### src/rtl/div_unit_if.sv
// div_unit_if: divide request/response bundle between the EX stage and div_unit.
// Ports: start, signed_div, annul, opdata1, opdata2 (EX -> divider);
//        result, ready, stall_req (divider -> EX / hazard unit).
interface div_unit_if;
  logic        start;
  logic        signed_div;
  logic        annul;
  logic [31:0] opdata1;
  logic [31:0] opdata2;
  logic [63:0] result;
  logic        ready;
  logic        stall_req;
  modport master (
    output start, signed_div, annul, opdata1, opdata2,
    input  result, ready, stall_req
  );
  modport slave (
    input  start, signed_div, annul, opdata1, opdata2,
    output result, ready, stall_req
  );
endinterface

### src/rtl/div_unit.sv
// div_unit: 32-cycle restoring divider for DIV/DIVU, result = {remainder, quotient}.
// Ports: clk, resetn (sync, active-low); bus (div_unit_if.slave):
//   start/signed_div/annul/opdata1/opdata2 in, result[63:0]/ready/stall_req out.
module div_unit (
  input logic      clk,
  input logic      resetn,
  div_unit_if.slave bus
);
  typedef enum logic [1:0] {IDLE, DIV_ZERO, ON, END} state_t;
  state_t      state;
  logic [4:0]  count;
  logic [63:0] w;
  logic [31:0] dmag;
  logic [31:0] dvd;
  logic        neg_q;
  logic        neg_r;
  logic [63:0] result;
  logic        ready;
  logic [31:0] a_mag;
  logic [31:0] b_mag;
  logic [64:0] sh;
  logic        ok;
  logic [31:0] diff;
  logic [63:0] w_nxt;
  logic [31:0] q_fix;
  logic [31:0] r_fix;
  always_comb begin
    a_mag = (bus.signed_div && bus.opdata1[31]) ? -bus.opdata1 : bus.opdata1;
    b_mag = (bus.signed_div && bus.opdata2[31]) ? -bus.opdata2 : bus.opdata2;
    sh    = {w, 1'b0};
    // sh[64] set means the partial remainder already exceeds any 32-bit divisor
    ok    = sh[64] || (sh[63:32] >= dmag);
    diff  = sh[63:32] - dmag;
    w_nxt = ok ? {diff, sh[31:1], 1'b1} : sh[63:0];
    q_fix = neg_q ? -w_nxt[31:0] : w_nxt[31:0];
    r_fix = neg_r ? -w_nxt[63:32] : w_nxt[63:32];
  end
  always_ff @(posedge clk) begin
    if (!resetn) begin
      state  <= IDLE;
      count  <= '0;
      ready  <= 1'b0;
      result <= '0;
    end else if (bus.annul) begin
      state <= IDLE;
      ready <= 1'b0;
    end else begin
      case (state)
        IDLE: if (bus.start) begin
          dvd   <= bus.opdata1;
          dmag  <= b_mag;
          w     <= {32'h0, a_mag};
          neg_q <= bus.signed_div && (bus.opdata1[31] ^ bus.opdata2[31]);
          neg_r <= bus.signed_div && bus.opdata1[31];
          count <= '0;
          state <= (bus.opdata2 == 32'h0) ? DIV_ZERO : ON;
        end
        DIV_ZERO: begin
          result <= {dvd, 32'hFFFF_FFFF};
          ready  <= 1'b1;
          state  <= END;
        end
        ON: begin
          w     <= w_nxt;
          count <= count + 5'd1;
          if (count == 5'd31) begin
            result <= {r_fix, q_fix};
            ready  <= 1'b1;
            state  <= END;
          end
        end
        END: if (!bus.start) begin
          state <= IDLE;
          ready <= 1'b0;
        end
        default: state <= IDLE;
      endcase
    end
  end
  assign bus.result    = result;
  assign bus.ready     = ready;
  assign bus.stall_req = bus.start && !ready && !bus.annul;
endmodule

### src/flat_wrapper.sv
// flat-port wrapper written by rule: the top's interface ports become plain ports
module div_unit_flat 
  (clk, resetn, bus_start, bus_signed_div, bus_annul, bus_opdata1, bus_opdata2, bus_result, bus_ready, bus_stall_req);
  div_unit_if bus_i ();
  input logic clk;
  input logic resetn;
  input wire logic [$bits(bus_i.start)-1:0] bus_start;
  input wire logic [$bits(bus_i.signed_div)-1:0] bus_signed_div;
  input wire logic [$bits(bus_i.annul)-1:0] bus_annul;
  input wire logic [$bits(bus_i.opdata1)-1:0] bus_opdata1;
  input wire logic [$bits(bus_i.opdata2)-1:0] bus_opdata2;
  output wire logic [$bits(bus_i.result)-1:0] bus_result;
  output wire logic [$bits(bus_i.ready)-1:0] bus_ready;
  output wire logic [$bits(bus_i.stall_req)-1:0] bus_stall_req;
  assign bus_i.start = bus_start;
  assign bus_i.signed_div = bus_signed_div;
  assign bus_i.annul = bus_annul;
  assign bus_i.opdata1 = bus_opdata1;
  assign bus_i.opdata2 = bus_opdata2;
  assign bus_result = bus_i.result;
  assign bus_ready = bus_i.ready;
  assign bus_stall_req = bus_i.stall_req;
  div_unit u_core (.clk(clk), .resetn(resetn), .bus(bus_i));
endmodule
### config.mk
export PLATFORM = sky130hd
export DESIGN_NAME = div_unit_flat
export DESIGN_NICKNAME = d
export VERILOG_FILES = /design/src/rtl/div_unit_if.sv /design/src/rtl/div_unit.sv /design/src/flat_wrapper.sv
export SDC_FILE = /design/constraint.sdc
export NUM_CORES = 1
export LEC_CHECK = 0
export ABC_AREA = 1
export BUFFER_PORTS_ARGS = -buffer_cell sky130_fd_sc_hd__buf_2
export CORE_AREA = 2 2 226 161
export CTS_CLUSTER_SIZE = 14
export DETAILED_ROUTE_END_ITERATION = 16
export DIE_AREA = 0 0 228 163
export GPL_ROUTABILITY_DRIVEN = 1
export MAX_ROUTING_LAYER = met4
export SYNTH_ARGS = -nofsm -noshare
export SYNTH_HDL_FRONTEND = slang
export SYNTH_SLANG_ARGS = --single-unit
### constraint.sdc
create_clock -name clk -period 6.6 [get_ports clk]
set_clock_uncertainty 0.15 [all_clocks]
set_input_delay 0 -clock clk [delete_from_list [all_inputs] [get_ports clk]]
set_output_delay 0 -clock clk [all_outputs]
set_load 0.05 [all_outputs]
==> flow_summary_export.csv <==
group,metric,value,unit
clocking,hold_buffers,90,
placement,place.gp.congestion,0.998,
logic_synthesis,syn-cell-area,13800,um^2
die,dieWidth,228,um
setup_path,slowest_delay,0.42,ns
global_route,grt.overflow.total,0,
job,drv_cap,0,
finish,finalNetCount,2297,
sta,fin_crit_sh,74.9,%
sta,slew_violations,0,
setup_path,reg2reg_slack,1.66,ns
pwr,finalPower,3.56,mW
setup_path,cp_num_buf_inv,3,
setup_path,cp.depth,25,
logic_synthesis,synth_edf_count,130,
finish,mostFrequentLayoutCells,"531 x nand2_1, 293 x inv_1, 221 x nor2_1, 149 x nand3_1, 134 x buf_2",
clocking,clkLatencyLatePin,0.55,ns
global_route,grt_pass1_vias,12751,
clocking,cts_resized,0,
drt,drcViolationCount,0,
setup_path,path_class,"flip-flop to flip-flop",
setup_path,worstSetupStartpointType,"flip-flop",
global_route,track_usage,27.8,%
global_route,antenna_found_initial,1,
drt,wl,50500,um
setup_path,cpMostUsedCell,"nand2_1",
logic_synthesis,synth.avg_cell_area,6.99,um^2
logic_synthesis,synth_fp_nets,2089,
sta,tightestPinTransition,0.911,ns
drt,detail_route.iter0.violations,1702,
finish,n_antenna_cell,0,
setup_path,cp_slowest_cell,"edfxtp_1",
logic_synthesis,syn_inst,1978,
finish,regArea,5350,um^2
sta,hold_violations,0,
finish,multiInputGateArea,7110,um^2
sta,setup_viol,0,
placement,numPortBuffers,134,
setup_path,cp.arrival,5.28,ns
logic_synthesis,synth_flop_cell,"edfxtp_1",
clocking,clockBufferDepth,3,
die,num_rows,58,
finish,final_cells,2684,
clocking,cts_root_buffer,"clkbuf_16",
global_route,grt_max_degree,86,
die,dieArea,37200,um^2
global_route,grt_pass1_wl,76300,um
logic_synthesis,ys_seq_area_share,38.7,%
die,pin_count,135,
logic_synthesis,synthDistinctLibCells,50,
die,dieHeight,163,um
sta,rsz0062_at_grt,"no",
finish,fillers,3602,
finish,mostFrequentLayoutCell,"nand2_1",
placement,hpwl,39000,um
clocking,cts_tree,"built",
clocking,numCtsBuffers,25,
setup_path,end_kind,"flip-flop",
hold_path,min_path_cells,2,
clocking,cts_sinks,202,
pwr,peakVddDrop,0.166,mV
drt,wl_per_cell,18.8,um
clocking,htreeDepth,1,
clocking,cts_setup_buffers,0,
setup_path,worstPathRequired,6.94,ns
placement,place_inst,2549,
drt,antenna_left,0,
die,core_area,35300,um^2
logic_synthesis,ys_seq_elements,202,
sta,period_minus_slack,4.94,ns
clocking,path_clk_slew,0.06,ns
sta,slew-limit-headroom,39.3,%
drt,via_count,13985,
die,start_util,39.2,%
sta,finalSetupTns,0,ns
logic_synthesis,synth.top_cells.by_area,"edfxtp_1 28%, nand2_1 14%, dfxtp_1 10%",
hold_path,hold_path_class,"primary input to flip-flop",
finish,drive_above_1_share,11.5,%
finish,syn_to_final_growth,20.6,%
setup_path,crit_path_max_fanout,20,
logic_synthesis,ys_warn_count,0,
drt,drt_first_pass_iters,5,
status,status,"completed",
sta,fmax,202,MHz
pwr,p_per_area,214,nW/um^2
logic_synthesis,yosysTopAreaCellShare,28.2,%
logic_synthesis,synth_async_sr_flop_share,0,%
logic_synthesis,yosys.area.top_type,"edfxtp_1",
setup_path,path_delay_family,"simple AND/OR/NAND/NOR gates",
drt,via_per_inst,5.21,
setup_path,rr_worst_depth,25,
pwr,leakagePower,7.80,nW
==> state kept, by name, summed over array words and instances (netlist names) <==
signal and flops:
u_core.bus.result 64, u_core.state 2, u_core.neg_r 1, u_core.bus.ready 1
u_core.count 5, u_core.dmag 32, u_core.dvd 32, u_core.w 64
u_core.neg_q 1
==> worst paths after layout <==
path                            to             startpoint
max          u_core.bus.result[30]           u_core.w[54]
min                 u_core.dmag[0]         bus_opdata2[0]
max reg2reg  u_core.bus.result[30]           u_core.w[54]
min reg2reg  u_core.bus.result[47]  u_core.bus.result[47]
==> synth_stat cells (2+ instances only) <==
library cell,instances
nor2_1,222
inv_2,2
xnor2_1,30
o21ai_2,3
nand2_2,22
nand3_1,149
and2_1,5
buf_1,7
buf_6,3
o31ai_1,2
o21ai_1,6
nand3_2,3
nand2_1,531
or2_2,12
a21oi_2,3
clkinv_1,2
a21oi_1,100
o221ai_1,3
edfxtp_1,130
dfxtp_1,72
ha_1,41
nor2_4,4
a31oi_1,24
nand4_1,23
nand3b_1,23
o211ai_1,20
nor4_1,4
xor2_1,29
o21ai_0,103
nor2_2,9
nor3_1,31
buf_2,5
clkbuf_1,40
inv_1,294
o21bai_1,6
==> routing by layer <==
metal / up-vias / share of wire [%] / global-route usage [%]
li1: 6838 / - / -
met1: 6533 / 51 / 43.6
met2: 569 / 39 / 37.5
met3: 45 / 8.2 / 3.52
met4: 0 / 1.6 / 5.05
met5: - / 0 / -
==> report_power, final <==
| group | internal (mW) | switching, mW | leakage, nW | total, mW |
|---|---|---|---|---|
| registers | 1.41 | 0.0303 | 1.79 | 1.44 |
| clock network | 0.816 | 0.571 | 0.399 | 1.39 |
| logic | 0.228 | 0.507 | 5.62 | 0.735 |
==> stage by stage <==
| stage | area, um^2 | setup slack (ns) | hold WS, ns | utilization, % |
|---|---|---|---|---|
| floorplan | 13800 | 0.729 | -0.0511 | - |
| global placement | 15000 | 1.80 | 0.0449 | 42.4 |
| detailed placement | 15000 | 1.76 | 0.0460 | 42.4 |
| CTS | 16700 | 1.75 | 0.0268 | 47.3 |
| global route | 16700 | 1.05 | 0.0467 | 47.3 |
| finish | 16700 | 1.66 | 0.0390 | 47.3 |
==> kinds of logic after synthesis <==
| logic type | share of synthesized area, % |
|---|---|
| buffers and inverters | 9.99 |
| adders and majority gates | 3.86 |
| AOI/OAI and AO/OA | 10.9 |
| xor gates and xnor gates | 3.74 |
| and+or+nand+nor | 32.8 |
| DFF | 38.7 |
==> area by class of cell <==
| type | count | area share [%] |
|---|---|---|
| Multi-Input combinational cell | 1420 | 42.7 |
| Tap cell | 480 | 3.60 |
| Clock inverter | 9 | 0.443 |
| Sequential cell | 202 | 32.1 |
| Clock buffer | 36 | 4.44 |
| Timing Repair Buffer | 238 | 10.1 |
| Inverter | 299 | 6.74 |
(Power assumes the default switching activity.)
